===== src/rtl/pipe_reg_elastic.sv =====
// Elastic valid/ready register chain with flush and occupancy count.
// Bubbles collapse under backpressure; only blocked stages stall.
module pipe_reg_elastic #(
  parameter int                 DATA_W     = 64,
  parameter int                 DEPTH      = 2,
  parameter logic [DATA_W-1:0]  PRESET_VAL = '0,
  parameter int                 CNT_W      = $clog2(DEPTH+1)
) (
  input  logic              clk,
  input  logic              srst,
  input  logic              in_valid,
  input  logic [DATA_W-1:0] in_data,
  output logic              in_ready,
  output logic              out_valid,
  output logic [DATA_W-1:0] out_data,
  input  logic              out_ready,
  input  logic              flush,
  output logic [CNT_W-1:0]  occupancy
);

  logic [DEPTH-1:0]  v;
  logic [DATA_W-1:0] d [DEPTH];
  logic [CNT_W-1:0]  cnt;

  logic [DEPTH:0]    rdy;
  logic [DEPTH-1:0]  src_v;
  logic [DATA_W-1:0] src_d [DEPTH];
  logic              in_fire;
  logic              out_fire;

  // A stage can take a word if it is empty or its successor moves.
  always_comb begin
    rdy        = '0;
    rdy[DEPTH] = out_ready;
    for (int i = DEPTH-1; i >= 0; i--) begin
      rdy[i] = ~v[i] | rdy[i+1];
    end
  end

  always_comb begin
    src_v    = '0;
    src_v[0] = in_valid;
    src_d[0] = in_data;
    for (int i = 1; i < DEPTH; i++) begin
      src_v[i] = v[i-1];
      src_d[i] = d[i-1];
    end
  end

  assign in_ready  = rdy[0] & ~flush;
  assign out_valid = v[DEPTH-1] & ~flush;
  assign out_data  = d[DEPTH-1];
  assign in_fire   = in_valid & in_ready;
  assign out_fire  = out_valid & out_ready;
  assign occupancy = cnt;

  always_ff @(posedge clk) begin
    if (srst) begin
      v   <= '0;
      cnt <= '0;
      for (int i = 0; i < DEPTH; i++) begin
        d[i] <= PRESET_VAL;
      end
    end else if (flush) begin
      v   <= '0;
      cnt <= '0;
    end else begin
      for (int i = 0; i < DEPTH; i++) begin
        if (rdy[i]) begin
          v[i] <= src_v[i];
          if (src_v[i]) begin
            d[i] <= src_d[i];
          end
        end
      end
      cnt <= cnt + CNT_W'(in_fire) - CNT_W'(out_fire);
    end
  end

endmodule


===== config.mk =====
export PLATFORM = sky130hd
export DESIGN_NAME = pipe_reg_elastic
export DESIGN_NICKNAME = d
export VERILOG_FILES = /design/src/rtl/pipe_reg_elastic.sv
export SDC_FILE = /design/constraint.sdc
export NUM_CORES = 1
export LEC_CHECK = 0
export ABC_AREA = 0
export CAP_MARGIN = 30
export CORE_ASPECT_RATIO = 0.7
export CORE_MARGIN = 2
export CORE_UTILIZATION = 46
export DETAILED_ROUTE_END_ITERATION = 10
export HOLD_SLACK_MARGIN = 0.06
export PLACE_DENSITY = 0.76
export SLEW_MARGIN = 20
export SYNTH_ARGS = -nofsm -noshare
export SYNTH_HDL_FRONTEND = slang
export SYNTH_SLANG_ARGS = --single-unit

===== constraint.sdc =====
create_clock -name clk -period 2.3 [get_ports clk]
set_input_delay 0.23 -clock clk [delete_from_list [all_inputs] [get_ports clk]]
set_output_delay 0.23 -clock clk [all_outputs]
set_load 0.01 [all_outputs]

Word level (Yosys, flattened, before mapping) --
Memories as Yosys holds them, arrays and structs flattened. Index checks and enable logic that the tools add are counted.
Storage, ports and cells: bits in registers 4, RAM bits 128, input port bits 69, output and inout bits 68, logic and storage cells 32, memories 1
Memory list:
- d | depth 2, bits a word 64, rd ports 2, clocked after Yosys merged registers in 0, write ports 2, line 22 | logic [DATA_W-1:0] d [DEPTH];
Operators by class: add/subtract/negate cells 2, multiplexer cells 14, bitwise logic cells 11, reduce and logical (&&, ||, !) cells 1
Operators with widths (count):
- 64-bit two-way mux | 2
- 1-bit two-way mux | 12
- 1-bit AND | 4
- 1-bit OR | 4
- 1-bit inverter | 3
- 2-bit by 1-bit adder with 2-bit output | 1
- 2-bit OR reduction | 1
- 2-bit by 1-bit subtractor with 2-bit output | 1

Logic depth before layout (Yosys ltp) --
Gate-level depths: netlist of run 1.
depth after elaboration 8, mapped depth 7, mapped depth without buffers 7

Worst setup path before layout of run 1 --
Ideal clock, no wire load.
kind reg-to-reg, from reg v[0], to mem d[0][0], enable pin, setup time 0.421 ns, data arrival time 1.794 ns, data required time 1.879 ns, setup slack 0.085 ns, cell stages (with the launch flop) 3, buffers on the path 0, clock period less this slack 2.215 ns, cells stage by stage dfxtp_1 -> nand3b_1 -> a21o_1
RTL lines:
- from (decl) | line 21 | logic [DEPTH-1:0] v;
- from (signal, indexed assignment) | line 70 | v[i] <= src_v[i];
- to (decl) | line 22

Worst setup path in the final report of run 1 --
from reg v[0], to out in_ready
On the way: cells in the longest elaborated chain, start to end 3
RTL lines:
- 1-bit inverter | line 36 | rdy[i] = ~v[i] | rdy[i+1];
- 1-bit OR | line 36
- 1-bit AND | line 50 | assign in_ready = rdy[0] & ~flush;
- to (decl) | line 13 | output logic in_ready,
Every way passes these cells.

==> results.md, run 1 <==
* Status: finished clean
* Die Wd at 146 um
* CTS tree: yes
* Post-synth top area share at slightly below 60%
* Minimum clock period at 1980 ps
* Yosys Warn Count at 0
* Flop2flop setup slack at approximately 630 ps
* Final setup vio count at 0
* Required @ worst endpoint at between 2000 and 2500 ps
* Worst hold endpoint: d[0][13]
* PwrDens at 740 mW/mm2
* Largest net degree at the start of global routing at 55
* WL met1 at 5.08 mm
* DRC at 0
* Max Cap Viol at 0
* Gr usage total at 15.2%
* Clock Sinks at roughly 130
* Critical path peak fanout at 8
* Routed wl met3 at slightly below 600 um
* Min-delay src: in_data[13]
* WL final at 11.5 mm
* ANT cells at 0
* Most frequent cells after synthesis: edfxtp_1 (128), nor4b_2 (74), buf_4 (65)
* Ys async rst share at 0%
* Die area at 0.0150 mm2
* Min-Delay Path Depth at 2
* Largest cells by area after synthesis: edfxtp_1 (60%), nor4b_2 (17%), buf_4 (7.6%)
* Worst-Margin Slew at roughly 500 ps
* Ys flop type: edfxtp_1
* Cts hold-fix bufs at 0
* H-tree Lvls at 4
* Critical Path AT at 1750 ps
* I/O pin cnt at 137
* Synthesis-to-finish area growth at 28.2%
* Synth Cell Area at about 0.0064 mm2
* Critical path's slowest cell: clkdlybuf4s50_1
* CP endpoint kind: output port
* Met2 wire length at 5.74 mm
* DRT iter0 DRCs at 177
* Hold Path Class: primary input to register
* Post-synth EDFFs at 128
* Hold Fails Final Rpt at 0
* Unrepaired setup endpoints after global routing: false
* R2R cell count at 4
* Post-CTS Setup Inserts at 0
* Startpoint Class: register
* Post-Syn Instances at 391
* CP peak stage delay at 480 ps
* Leakage at 0.00265 uW
* Pre-antenna DRT Iters at 4
* Initial antenna violation count at 0
* Clock Pin Slew Worst Setup and Hold Paths at 60 ps
* Skew-Pair Late Insertion Delay at roughly 400 ps
* Post-synthesis register bit count at 132
* Clk root buf: clkbuf_16
* Post-CTS Resized at 0
* Share of layout cells above drive strength 1 at 27.8%
* Crit Reg-Reg Endpoint: d[0][26]
* Detailed Place HPWL at approximately 7.4 mm
* Grt total ovfl at 0
* Vias at around 3300
* Starting Density at 46.8%
* Uppermost routed layer: met4
* Num CTS Buffers at 17
* Vias per inst at 5.03
* Cell Area, Placed at about 0.0077 mm2
* Fmax at roughly 510 MHz
* Count leader, synth: edfxtp_1
* First-pass GRT wire length at 17.7 mm
* Area leader, netlist: edfxtp_1
* Tot Pwr at 6120 uW
* Longest Clk Path Bufs at 2
* Max_slew headroom at about two thirds
* Core Area at 0.0138 mm2
* Die Y-Extent at between 100 and 150 um
* Final net count at 532
* Max VDD drop at 0.000478 V
* Final Skew at between 8 and 9 ps
* Synth unique cells at 23
* Cell Rows at 36
* Fill cells at 1032
* Synthesized Nets at 462
* Final Max Tran Viols at 0
* Placer Congestion at 0.780
* Critical Path, Cell by Cell: and3b_4 > nor2_1 > clkdlybuf4s50_1
* Worst r2r src: v[0]
* Period utilization at 85.9%
* Setup TNS at 0 ps
* Sequential share of the synthesized area at approximately three fifths
* Syn_area_per_cell at 16.5 um2
* Kind of critical path: register to output port
* Detail Route Antenna Nets at 0
* PortBufs at 136
* Post-route cell area at between 0.008 and 0.009 mm2
* Number of global-route vias before repair at between 3000 and 4000
* Post-Place Cells at 632
* Final instance count without filler cells at 664
* WL per Instance at around 17 um
==> routing by layer <==
layer / vias to the layer above / global-route usage [%]
met4: 0 / 4.52
met1: 1648 / 19.4
met5: - / 0
met3: 5 / 5.27
met2: 77 / 25.1
li1: 1612 / -
==> cell usage in the layout, fill, tap and decap left out <==
| master | instances |
|---|---|
| inv_6 | 1 |
| clkinvlp_4 | 5 |
| nor4b_4 | 2 |
| clkdlybuf4s50_1 | 136 |
| buf_4 | 7 |
| a21oi_1 | 2 |
| nor2b_1 | 2 |
| edfxtp_1 | 128 |
| clkbuf_16 | 17 |
| nor4b_2 | 74 |
| clkbuf_1 | 2 |
| inv_1 | 5 |
| clkinv_4 | 1 |
| bufinv_16 | 3 |
| dfxtp_1 | 4 |
| and2_1 | 1 |
| a21o_4 | 1 |
| nand3b_1 | 1 |
| and3b_4 | 1 |
| nor2_4 | 1 |
| nand2_1 | 1 |
| buf_12 | 15 |
| a31o_4 | 1 |
| clkinv_2 | 2 |
| clkinv_1 | 1 |
| nor2_1 | 3 |
| nor4b_1 | 52 |
| or2_4 | 1 |
| ha_1 | 2 |
| xnor3_1 | 1 |
| nand2b_1 | 1 |
==> critical path, delay by kind of cell (launching register included) <==
family / cells / cell delay (ps)
buf+inv: 1 / 480
flops: 1 / 460
simple gates: 2 / 410
==> flip-flops by register name, indices dropped and copies added, names as in the netlist <==
signal and count:
d 128, occupancy 2, v 2
==> metrics by stage <==
step | util (%) | setup slack [ps] | hold WS [ps]
6_report | 60.0 | 323 | 516
5_1_grt | 60.0 | 280 | 510
2_1_floorplan | - | 85.0 | 359
3_5_place_dp | 55.7 | 277 | 539
4_1_cts | 60.0 | 323 | 504
3_3_place_gp | 55.7 | 371 | 523
==> power by group <==
part | internal, uW | switching [uW]
Combinational | 340 | 267
Sequential | 2790 | 36.2
Clock | 1700 | 982
==> how the worst max path moves through the flow <==
stage,from,end,slack [ps],cells past startpoint
floorplan,v[0],d[0][0],80,2
global placement,out_ready,d[0][80],370,5
detailed placement,in_valid,occupancy[1],280,8
CTS,v[0],in_ready,320,3
global route,v[0],in_ready,280,3
finish,v[0],in_ready,320,3
==> area by class of cell <==
| cell class | instances | area [um2] | share of cell area [%] |
|---|---|---|---|
| repair buffers | 158 | 1710 | 20.7 |
| clock inverters | 13 | 159 | 1.92 |
| multi-input cells | 147 | 1780 | 21.6 |
| well taps | 190 | 238 | 2.87 |
| flip-flops and latches | 132 | 3920 | 47.4 |
| clock buffers | 19 | 433 | 5.23 |
| inverters | 5 | 18.8 | 0.227 |
==> cell families after synthesis <==
kind of cell             count (synthesis)  synth area share (%)
AO/OA/AOI/OAI                            4                 0.408
buffers and inverters                  112                  12.0
flip-flops                             132                  60.8
AND/OR/NAND/NOR                        140                  26.1
XOR/XNOR                                 1                 0.349
adder cells (fa/ha/maj)                  2                 0.388
No activity file was read; power rests on OpenSTA's default activity.
==> inputs of run 2 (changes only) <==
- PLACE_DENSITY: 0.76 -> 0.74
- RECOVER_POWER: default -> 50
- SLEW_MARGIN: 20 -> default
==> run 2 against run 1 <==
- final cell count down 2.1%
- clock power grew 5%
- highest routed layer is now met5
- largest cell class unchanged
- global-route usage is 0.083 points lower
==> results.md, run 2 (same netlist as run 1, synthesis figures left out) <==
* Vias per inst at 5.20 (+3.3%)
* CTS tree: yes
* Max Cap Viol at 0 (unchanged)
* Max VDD drop at 0.000476 V (-0.53%)
* Post-route cell area at 0.00786 mm2 (-5.0%)
* Switching share of power at 20.8% (-0.18 points)
* Final instance count without filler cells at 650 (-2.1%)
* Most common cell after layout, fill and taps aside: clkdlybuf4s50_1
* Synthesis-to-finish area growth at 21.9%
* Unrepaired setup endpoints after global routing: false
* Initial antenna violation count at 1 (+1)
* Met2 wire length at 5.46 mm (-4.9%)
* WL met1 at 5.23 mm (+2.9%)
* H-tree Lvls at 4 (unchanged)
* Starting Density at 46.8% (unchanged)
* CP endpoint kind: register
* Clk root buf: clkbuf_16
* Detail Route Antenna Nets at 0 (unchanged)
* Sequential share of power at 45.8% (-0.4 points)
* Routed wl met3 at 667 um (+15%)
* Critical Path AT at 2130 ps (+380 ps)
* Grt total ovfl at 0 (unchanged)
* Max reg flops at 128 (unchanged)
* Cell Rows at 36 (unchanged)
* Setup TNS at 0 ps (unchanged)
* Internal at 4900 uW (+1.4%)
* Clock Pin Slew Worst Setup and Hold Paths at 60 ps (about the same)
* Vias at 3380 (+1.1%)
* End-of-flow core utilization at 57.0% (-3.0 points)
* Hold Path Class: primary input to register
* Cell family with most CP delay: simple AND/OR/NAND/NOR gates
* Post-Place Cells at 618 (-2.2%)
* Placer Congestion at 0.792 (+1.6%)
* Post-CTS Setup Inserts at 0 (unchanged)
* DRT iter0 DRCs at 229 (+29%)
* Core Area at 0.0138 mm2 (unchanged)
* Status: finished clean
* Skew-Pair Late Insertion Delay at 410 ps (about the same)
* Largest net degree at the start of global routing at 75 (+36%)
* Logic pwr share at 8.8% (-1.1 points)
* Die Y-Extent at 103 um (unchanged)
* Minimum clock period at 1970 ps (-7.58 ps)
* Kind of critical path: primary input to register
* Final Max Tran Viols at 0 (unchanged)
* Critical Path, Cell by Cell: dlygate4sd3_1 > or2_0 > buf_12 > nor4b_1
* Biggest register: d
* Hold Fails Final Rpt at 0 (unchanged)
* Clock power share at 45.4% (+1.6 points)
* Pre-antenna DRT Iters at 4 (unchanged)
* Number of global-route vias before repair at 3198 (-3.6%)
* CP peak stage delay at 600 ps (+120 ps)
* DRC at 0 (unchanged)
* I/O pin cnt at 137 (unchanged)
* Num CTS Buffers at 17 (unchanged)
* Fmax at 508 MHz (+0.39%)
* Cts hold-fix bufs at 0 (unchanged)
* Final net count at 518 (-2.6%)
* Longest Clk Path Bufs at 2 (unchanged)
* PwrDens at 787 mW/mm2 (+6.4%)
* Switch Pwr at 1290 uW (+0.24%)
* Post-CTS Resized at 0 (unchanged)
* First-pass GRT wire length at 17.4 mm (-1.7%)
* Max_slew headroom at 38.3% (-29 points)
* Crit path buf inv count at 2 (+1)
* Leakage at 0.00252 uW (-4.9%)
* Clock Sinks at 132 (unchanged)
* Gr usage total at 15.2% (-0.083 points)
* Critical path's slowest cell: dlygate4sd3_1
* Required @ worst endpoint at 2460 ps (+390 ps)
* Cell Area, Placed at 0.00748 mm2 (-2.6%)
* Startpoint Class: primary input
* Critical path peak fanout at 73 (+65)
* Period utilization at 85.6% (-0.33 points)
* Detailed Place HPWL at 6.65 mm (-11%)
* Die area at 0.0150 mm2 (unchanged)
* Final setup vio count at 0 (unchanged)
* Die Wd at 146 um (unchanged)
* Worst-Margin Slew at 926 ps (+436 ps)
* PortBufs at 136 (unchanged)
* WL final at 11.5 mm (+0.57%)
* Most frequent cells in the layout: clkdlybuf4s50_1 (134), edfxtp_1 (128), nor4b_1 (82), nor4b_2 (46), clkbuf_16 (17)
* WL per Instance at 17.7 um (+2.7%)
* Uppermost routed layer: met5
* ANT cells at 0 (unchanged)
* Final Skew at 5.96 ps (-2.14 ps)
* Share of layout cells above drive strength 1 at 18.9% (-8.9 points)
-- run 2: worst paths after layout --
kind	from	end	slack, ps	depth (start not counted)
setup / recovery	flush	d[0][10]	330	4
hold / removal	in_valid	v[0]	490	3
setup reg to reg	v[0]	d[0][36]	440	3
hold reg to reg	v[0]	v[1]	550	2
-- run 2: power groups by stage --
| stage | clock network [uW] | registers [uW] | logic (uW) |
|---|---|---|---|
| 2_1_floorplan | 0 | 2870 | 369 |
| 3_3_place_gp | 0 | 2870 | 569 |
| 3_5_place_dp | 0 | 2880 | 580 |
| 4_1_cts | 2860 | 2830 | 583 |
| 5_1_grt | 2970 | 2840 | 580 |
| 6_report | 2810 | 2830 | 545 |
-- run 2: per-layer routing --
layer / vias to the layer above / track usage, %
met3: 18 / 5.40
met1: 1674 / 19.5
met5: - / 0
li1: 1591 / -
met4: 2 / 5.88
met2: 95 / 23.9
-- run 2: layout make-up --
type	count	area (um2)
clock inverter	14	184
fill	1111	5920
clock buffer	18	429
tap	190	238
timing repair buffer	144	1500
inverter	5	18.8
sequential	132	3920
multi-input combinational	147	1570
-- run 2: per-stage QoR --
| step | total power, uW | setup WS (ps) | hold WS [ps] |
|---|---|---|---|
| detailed placement | 3460 | 293 | 545 |
| floorplan | 3240 | 85.0 | 359 |
| finish | 6190 | 331 | 489 |
| CTS | 6270 | 375 | 477 |
| global placement | 3440 | 430 | 527 |
| global route | 6400 | 264 | 491 |
-- run 2: worst reg2reg max path, delay by kind of cell, from the launching register on --
| family | cells | cell delay (ps) |
|---|---|---|
| buf+inv | 1 | 520 |
| flops | 1 | 450 |
| compound gates | 1 | 230 |
| simple gates | 1 | 180 |
==> inputs of run 3 (changes only) <==
- ABC_AREA: 0 -> default
==> results of run 3 <==
The final DEF is identical to that of run 2; final timing and power are the same.
